**src/rtl/dbus_arbiter_pkg.sv**
```systemverilog
// Shared definitions for the data-bus arbiter and the memory-mapped bus decode.
// State encoding, port indices and the bus I/O address map live here.
package dbus_arbiter_pkg;

    typedef enum logic [1:0] {
        ARB   = 2'd0,
        LOCK0 = 2'd1,
        LOCK1 = 2'd2
    } arb_state_e;

    localparam logic PORT0 = 1'b0;
    localparam logic PORT1 = 1'b1;

    localparam int DBITS_DEF = 32;

    // Memory-mapped device addresses decoded downstream of the arbiter
    localparam logic [31:0] ADDRHEX  = 32'hF000_0000;
    localparam logic [31:0] ADDRLEDR = 32'hF000_0004;
    localparam logic [31:0] ADDRLEDG = 32'hF000_0008;
    localparam logic [31:0] ADDRKEY  = 32'hF000_0010;
    localparam logic [31:0] ADDRSW   = 32'hF000_0014;

endpackage

```
**src/rtl/dbus_arbiter_rr_pick2.sv**
```systemverilog
// Two-way round-robin pick: a lone requester always wins, a tie goes to the
// port the pointer names.
module rr_pick2
    import dbus_arbiter_pkg::*;
(
    input  logic req0_i,
    input  logic req1_i,
    input  logic ptr_i,
    output logic gnt0_o,
    output logic gnt1_o
);

    assign gnt0_o = req0_i & (~req1_i | (ptr_i == PORT0));
    assign gnt1_o = req1_i & (~req0_i | (ptr_i == PORT1));

endmodule

```
**src/rtl/dbus_arbiter.sv**
```systemverilog
// Shares the data bus between the memory stage (port 0) and a second master
// (port 1) with round-robin arbitration, bounded locking and tagged read returns.
module dbus_arbiter
    import dbus_arbiter_pkg::*;
#(
    parameter int DBITS    = DBITS_DEF,
    parameter int LOCKMAX  = 8,
    parameter int LCNTBITS = 4
) (
    input  logic             clk,
    input  logic             reset,
    input  logic             m0_req,
    input  logic             m0_we,
    input  logic             m0_lock,
    input  logic [DBITS-1:0] m0_addr,
    input  logic [DBITS-1:0] m0_wdata,
    output logic             m0_gnt,
    output logic             m0_rvalid,
    output logic [DBITS-1:0] m0_rdata,
    input  logic             m1_req,
    input  logic             m1_we,
    input  logic             m1_lock,
    input  logic [DBITS-1:0] m1_addr,
    input  logic [DBITS-1:0] m1_wdata,
    output logic             m1_gnt,
    output logic             m1_rvalid,
    output logic [DBITS-1:0] m1_rdata,
    output logic             s_en,
    output logic             s_we,
    output logic [DBITS-1:0] s_addr,
    output logic [DBITS-1:0] s_wdata,
    input  logic [DBITS-1:0] s_rdata
);

    arb_state_e          state_q, state_d;
    logic                ptr_q, ptr_d;
    logic [LCNTBITS-1:0] lockCnt_q, lockCnt_d;
    logic                idle_q, idle_d;
    logic                rdPend_q, rdTag_q;
    logic [DBITS-1:0]    rdata0_q, rdata1_q;

    logic pickGnt0, pickGnt1;
    logic gnt0, gnt1;
    logic ownReq, ownLock, ownIsM1;

    rr_pick2 uPick (
        .req0_i (m0_req),
        .req1_i (m1_req),
        .ptr_i  (ptr_q),
        .gnt0_o (pickGnt0),
        .gnt1_o (pickGnt1)
    );

    assign ownIsM1 = (state_q == LOCK1);
    assign ownReq  = ownIsM1 ? m1_req  : m0_req;
    assign ownLock = ownIsM1 ? m1_lock : m0_lock;

    always_ff @(posedge clk or posedge reset) begin
        if (reset) begin
            state_q   <= ARB;
            ptr_q     <= PORT0;
            lockCnt_q <= '0;
            idle_q    <= 1'b0;
        end else begin
            state_q   <= state_d;
            ptr_q     <= ptr_d;
            lockCnt_q <= lockCnt_d;
            idle_q    <= idle_d;
        end
    end

    // A burst ends on an unlocked grant, on its LOCKMAX-th grant (pointer then
    // favours the other port), or after two idle cycles from the lock owner.
    always_comb begin
        state_d   = state_q;
        ptr_d     = ptr_q;
        lockCnt_d = lockCnt_q;
        idle_d    = idle_q;
        gnt0      = 1'b0;
        gnt1      = 1'b0;
        unique case (state_q)
            ARB: begin
                gnt0   = pickGnt0;
                gnt1   = pickGnt1;
                idle_d = 1'b0;
                if (pickGnt0 | pickGnt1) begin
                    ptr_d = pickGnt1 ? PORT0 : PORT1;
                    if ((pickGnt0 & m0_lock) | (pickGnt1 & m1_lock)) begin
                        state_d   = pickGnt1 ? LOCK1 : LOCK0;
                        lockCnt_d = LCNTBITS'(1);
                    end
                end
            end
            LOCK0, LOCK1: begin
                if (ownReq) begin
                    gnt0   = ~ownIsM1;
                    gnt1   = ownIsM1;
                    idle_d = 1'b0;
                    ptr_d  = ownIsM1 ? PORT0 : PORT1;
                    if (!ownLock || lockCnt_q == LCNTBITS'(LOCKMAX - 1)) begin
                        state_d   = ARB;
                        lockCnt_d = '0;
                    end else begin
                        lockCnt_d = lockCnt_q + 1'b1;
                    end
                end else if (idle_q) begin
                    state_d   = ARB;
                    lockCnt_d = '0;
                    idle_d    = 1'b0;
                end else begin
                    idle_d = 1'b1;
                end
            end
            default: begin
                state_d = ARB;
            end
        endcase
    end

    assign m0_gnt = gnt0;
    assign m1_gnt = gnt1;
    assign s_en   = gnt0 | gnt1;

    always_comb begin
        s_we    = 1'b0;
        s_addr  = '0;
        s_wdata = '0;
        if (gnt1) begin
            s_we    = m1_we;
            s_addr  = m1_addr;
            s_wdata = m1_wdata;
        end else if (gnt0) begin
            s_we    = m0_we;
            s_addr  = m0_addr;
            s_wdata = m0_wdata;
        end
    end

    // The tag remembers which port issued the read so the returning data is
    // steered correctly even when reads from alternate ports are back to back.
    always_ff @(posedge clk or posedge reset) begin
        if (reset) begin
            rdPend_q <= 1'b0;
            rdTag_q  <= PORT0;
            rdata0_q <= '0;
            rdata1_q <= '0;
        end else begin
            rdPend_q <= s_en & ~s_we;
            rdTag_q  <= gnt1 ? PORT1 : PORT0;
            if (rdPend_q && rdTag_q == PORT0) rdata0_q <= s_rdata;
            if (rdPend_q && rdTag_q == PORT1) rdata1_q <= s_rdata;
        end
    end

    assign m0_rvalid = rdPend_q & (rdTag_q == PORT0);
    assign m1_rvalid = rdPend_q & (rdTag_q == PORT1);
    assign m0_rdata  = m0_rvalid ? s_rdata : rdata0_q;
    assign m1_rdata  = m1_rvalid ? s_rdata : rdata1_q;

endmodule
```
**config.mk**
```make
export PLATFORM = sky130hd
export DESIGN_NAME = dbus_arbiter
export DESIGN_NICKNAME = d
export VERILOG_FILES = /design/src/rtl/dbus_arbiter_pkg.sv /design/src/rtl/dbus_arbiter_rr_pick2.sv /design/src/rtl/dbus_arbiter.sv
export SDC_FILE = /design/constraint.sdc
export NUM_CORES = 1
export LEC_CHECK = 0
export BUFFER_PORTS_ARGS = -buffer_cell sky130_fd_sc_hd__clkbuf_2
export CORE_MARGIN = 5
export CORE_UTILIZATION = 30
export CTS_CLUSTER_SIZE = 40
export DETAILED_ROUTE_END_ITERATION = 10
export HOLD_SLACK_MARGIN = 0.05
export SYNTH_ARGS = -nofsm -noshare
export SYNTH_HDL_FRONTEND = slang
export SYNTH_HIERARCHICAL = 1
export SYNTH_SLANG_ARGS = --single-unit
```
**constraint.sdc**
```tcl
create_clock -name clk -period 2.95 [get_ports clk]
set_input_delay 0.295 -clock clk [delete_from_list [all_inputs] [get_ports clk]]
set_output_delay 0.295 -clock clk [all_outputs]
set_load 0.01 [all_outputs]
```
# ---- Word level (Yosys, flattened, before mapping)
# Cells that the tools add are included.
dict set report word_totals {
  elab_cells 81
  input_bits 168
  output_inout_bits 134
  register_bits 74
}
dict set report classes {
  n_bitwise 18
  n_mux 36
  add_sub_neg 1
  reduce_logical 10
  n_eq_ne 8
}
# cell n
set op_table {}
lappend op_table {{$mux 32} 6}
lappend op_table {{$mux 4} 5}
lappend op_table {{$mux 1} 13}
lappend op_table {{$mux 2} 6}
lappend op_table {{$pmux 1 s2} 4}
lappend op_table {{$pmux 4 s2} 1}
lappend op_table {{$reduce_and 4->1} 2}
lappend op_table {{$and 1x1->1} 7}
lappend op_table {{$ne 2x2->1 const B} 3}
lappend op_table {{$ne 3x3->1 const B} 2}
lappend op_table {{$not 1->1} 6}
lappend op_table {{$or 1x1->1} 5}
lappend op_table {{$add 4x1->4 const B} 1}
lappend op_table {{$eq 4x3->1 const B} 1}
lappend op_table {{$pmux 2 s2} 1}
lappend op_table {{$reduce_and 3->1} 1}
lappend op_table {{$eq 2x1->1 const B} 1}
lappend op_table {{$eq 2x2->1 const B} 1}
lappend op_table {{$logic_and 1x1->1} 2}
lappend op_table {{$logic_not 2->1} 1}
lappend op_table {{$reduce_bool 2->1} 1}
lappend op_table {{$reduce_or 2->1} 1}
lappend op_table {{$logic_not 1->1} 1}
lappend op_table {{$logic_or 1x1->1} 1}

# ---- Longest topological paths before layout
dict set report logic_depth {
  depth_word 8
  ltp_mapped 8
}

# ---- Modules after synthesis
# The synthesis kept the hierarchy.
# module area_per_inst_um2 instances cells_per_inst
set by_module_without_submodules {}
lappend by_module_without_submodules {dbus_arbiter 3664.8 1 283}
lappend by_module_without_submodules {rr_pick2 18.8 1 3}

# ---- Worst setup path after synthesis
# No wires, ideal clock.
dict set report synth_timing {
  kind {register -> output}
  from {reg state_q[1]}
  to {out s_addr[0]}
  setup_slack_ns 0.801
  path_stages_with_launch 9
  t_arrival_ns 1.854
  t_required_ns 2.655
  path_buffers 2
  path_cell_list {dfrtp_1 -> inv_1 -> ha_1 -> nand3b_1 -> a21oi_1 -> and2_1 -> buf_4 -> buf_4 -> a22o_1}
}
dict set report synth_between {
  elab_chain_len 6
  elab_cells_between_ends 12
}
# element line_no
set synth_lines {}
lappend synth_lines {{from (decl)} dbus_arbiter.sv:35} ;# arb_state_e state_q, state_d;
lappend synth_lines {{from (signal assigned)} dbus_arbiter.sv:65} ;# state_q <= state_d;
lappend synth_lines {{$eq 2x2->1} {dbus_arbiter.sv:54, dbus_arbiter.sv:81}}
lappend synth_lines {{$mux 1 / $not 1->1 (equally long branches)} {dbus_arbiter.sv:55, dbus_arbiter.sv:96}}
lappend synth_lines {{$mux 1} dbus_arbiter.sv:95} ;# if (ownReq) begin
lappend synth_lines {{$pmux 1 s2 *} dbus_arbiter.sv:81} ;# unique case (state_q)
lappend synth_lines {{named net m0_gnt} dbus_arbiter.sv:17} ;# output logic m0_gnt,
lappend synth_lines {{$mux 32 *} dbus_arbiter.sv:132} ;# end else if (gnt0) begin
lappend synth_lines {{$mux 32 *} dbus_arbiter.sv:128} ;# if (gnt1) begin
lappend synth_lines {{to (decl)} dbus_arbiter.sv:30} ;# output logic [DBITS-1:0] s_addr,
# Mark *: on every way through the listed nets, which the timed path passes. The rest lies on a longest branch.

# ---- Worst setup path after layout
dict set report layout_timing {
  from {reg state_q[0]}
  to {out s_wdata[23]}
}
dict set report layout_between {
  elab_chain_len 6
  elab_cells_between_ends 12
}
# element line_no
set layout_lines {}
lappend layout_lines {{$eq 2x2->1} {dbus_arbiter.sv:54, dbus_arbiter.sv:81}}
lappend layout_lines {{$mux 1 / $not 1->1 (equally long branches)} {dbus_arbiter.sv:55, dbus_arbiter.sv:96}}
lappend layout_lines {{$mux 1} dbus_arbiter.sv:95}
lappend layout_lines {{$pmux 1 s2} dbus_arbiter.sv:81}
lappend layout_lines {{$mux 32} dbus_arbiter.sv:132}
lappend layout_lines {{$mux 32 *} dbus_arbiter.sv:128}
lappend layout_lines {{to (decl)} dbus_arbiter.sv:31} ;# output logic [DBITS-1:0] s_wdata,
# Every way passes the cells marked *; elsewhere a longest branch is shown, timed or not.

==> impl_metrics.tcl <==
set metrics [dict create \
    cp_slowest_stage_delay_ns 0.43 \
    fin_area_um2 5700 \
    finalNonFillerCells 734 \
    timing.final.max_slew_violations 0 \
    yosysTopAreaCell "dfrtp_1" \
    rr_endpoint "lockCnt_q[3]" \
    ys_ff_latch 74 \
    ir_drop_mv 0.354 \
    grt_pass1_wl_mm 20.7 \
    cts_buffer_depth 2 \
    synth_async_sr_flop_share 1.00 \
    switchingPower_w 0.00268 \
    htreeDepth 3 \
    wl_per_cell_um 18.9 \
    ff2ff_path_depth 6 \
    critical-path-slowest-cell "ha_1" \
    p_int_w 0.00418 \
    yosysWarnings 6 \
    final.period_utilization 0.927 \
    cts.sinks 74 \
    synth-compound-area-share 0.202 \
    tns_ns 0 \
    ys.flop_type "dfrtp_1" \
    post_cts_buffers 0 \
    cp.arrival_ns 2.44 \
    max-cap-violations 0 \
    drive_gt1_frac 0.671 \
    yosys.area_share.simple 0.0275 \
    hold_viol 0 \
    ys_seq_area_frac 0.503 \
    clk_pin_slew_ns 0.06 \
    first_iter_violations 159 \
    chipWidth_um 121 \
    drt_pass1_iterations 4 \
    rsz0062_at_grt "no" \
    start_kind "register" \
    finClkSkew_ns 0.00658 \
    synthMuxAreaShare 0.211 \
    synth_top_cell_area_share 0.503 \
    grt_usage 0.183 \
    p_sw_frac 0.390 \
    path_class "reg -> out" \
    grt_antenna_before_repair 0 \
    first_global_vias 3754 \
    cts-buffers-inserted 9 \
    r2r_slack_ns 0.99 \
    avgSynthCellArea_um2 12.9 \
    pwr-share-comb 0.576 \
    ys_types 34 \
    vias 3605 \
    rows 40 \
    synth_xor_area_frac 0 \
    root_buffer "clkbuf_16" \
    place.gp.congestion 0.903 \
    die-area_um2 14600 \
    leakagePower_nw 3.05 \
    clock_power_share 0.182 \
    crit_path_end_kind "output port" \
    drc 0 \
    fmax_mhz 366 \
    final_common_cell "clkbuf_2" \
    grt-ovfl-total 0 \
    crit_chain "inv_1 > ha_1 > nand3b_1 > a21oi_2 > and2_2 > buf_12 > a22o_1 > clkbuf_2" \
    status "finished clean" \
    finalSetupViolations 0 \
    initial_core_util 0.307 \
    viasPerCell 4.91 \
    reg2reg_from "state_q[0]" \
    pwr-share-seq 0.242 \
    synthCells 286 \
    synth_area_leaders "dfrtp_1, mux2_2, a22o_1" \
    synth.cell_area_um2 3680 \
    dpl_cell_area_um2 5350 \
    grt_max_degree 68 \
    postCtsHoldBufs 0 \
    synth-edff-count 0 \
    synth_fa_ha_area_frac 0.0170 \
    final_cell_mix "clkbuf_2, dfrtp_1, mux2_2" \
    drtAntennaViolNets 0 \
    tightest_slew_ns 0.661 \
    dp_hpwl_mm 11.4 \
    diodes 0 \
    io_buffer_count 301 \
    cp_max_fo 65 \
    syn_nets 459 \
    cts_tree "built" \
    fin_nets 755 \
    period_minus_slack_ns 2.73 \
    dieHeight_um 121 \
    syn2layout_area_growth_pct 54.7 \
    hold_path_class "in -> async" \
    slew_headroom 0.559 \
    power_density_nw_per_um2 1200 \
    synth_top_family_by_area "multiplexers" \
    required_ns 2.65 \
    core_area_um2 12000 \
    dp.cells 718 \
    drt-total-wl_mm 13.9 \
    clk_latency_ns 0.33 \
    cts_resized 0 \
    io_pins 302 \
]
per-layer routing:
layer,global-route usage,share of wire,vias up
li1,-,-,1685
met4,0.0482,0.013,0
met2,0.307,0.49,184
met1,0.204,0.38,1722
met5,0,0,-
met3,0.0945,0.11,14
critical path: cells and delay by family, from the launching register on:
kind	cells	cell delay, ns
buffers and inverters	3	0.51
AO/OA/AOI/OAI	2	0.45
adder cells (fa/ha/maj)	1	0.43
flip-flops	1	0.36
AND/OR/NAND/NOR	2	0.35
area by class of cell:
| class | instances | area [um2] |
|---|---|---|
| Inverter | 8 | 30.0 |
| Clock buffer | 12 | 246 |
| Tap cell | 147 | 184 |
| Multi-Input combinational cell | 182 | 1700 |
| Timing Repair Buffer | 307 | 1590 |
| Fill cell | 1117 | 6310 |
| Sequential cell | 74 | 1850 |
| Clock inverter | 4 | 98.8 |
Yosys cell counts, types with 3 or more instances:
master / number
mux2_2: 66
buf_1: 3
clkbuf_1: 4
a22o_1: 65
buf_4: 6
inv_1: 8
nand2b_1: 3
a22oi_1: 4
dfrtp_1: 74
ha_1: 5
o21ai_0: 3
nand2_1: 9
buf_2: 9
cell families (layout without fill, tap and decap cells):
kind of cell	Yosys count	after routing
adders and majority gates	5	5
and+or+nand+nor	20	20
muxes	69	69
AOI/OAI and AO/OA	88	88
DFF	74	74
buffers and inverters	30	331
how the worst max path moves through the flow:
| stage | end | start |
|---|---|---|
| 5_1_grt | s_wdata[23] | state_q[0] |
| 3_3_place_gp | s_wdata[23] | state_q[1] |
| 6_report | s_wdata[23] | state_q[0] |
| 2_1_floorplan | idle_q | reset |
| 3_5_place_dp | s_wdata[23] | state_q[1] |
| 4_1_cts | s_wdata[23] | state_q[1] |
sequential cells by signal, summed over array words and instances (netlist names):
signal and cells:
lockCnt_q 4, rdTag_q 1, rdPend_q 1, idle_q 1, rdata1_q 32, state_q 2
rdata0_q 32, ptr_q 1
power groups by stage:
stage | Combinational (W) | Clock [W] | Sequential [W]
finish | 0.00395 | 0.00125 | 0.00166
global route | 0.00426 | 0.00132 | 0.00170
CTS | 0.00401 | 0.00128 | 0.00166
detailed placement | 0.00400 | 0 | 0.00167
global placement | 0.00394 | 0 | 0.00165
floorplan | 0.00246 | 0 | 0.00163
stage by stage:
stage	setup WS [ns]	utilization	hold WS (ns)	power, W
after floorplan	0.773	-	0.389	0.00408
after global placement	0.583	0.445	0.405	0.00558
after detailed placement	0.532	0.445	0.418	0.00567
after CTS	0.168	0.474	0.0588	0.00694
after global routing	0.0466	0.474	0.106	0.00729
final	0.216	0.474	0.0483	0.00685
No activity file was read; power rests on OpenSTA's default activity.
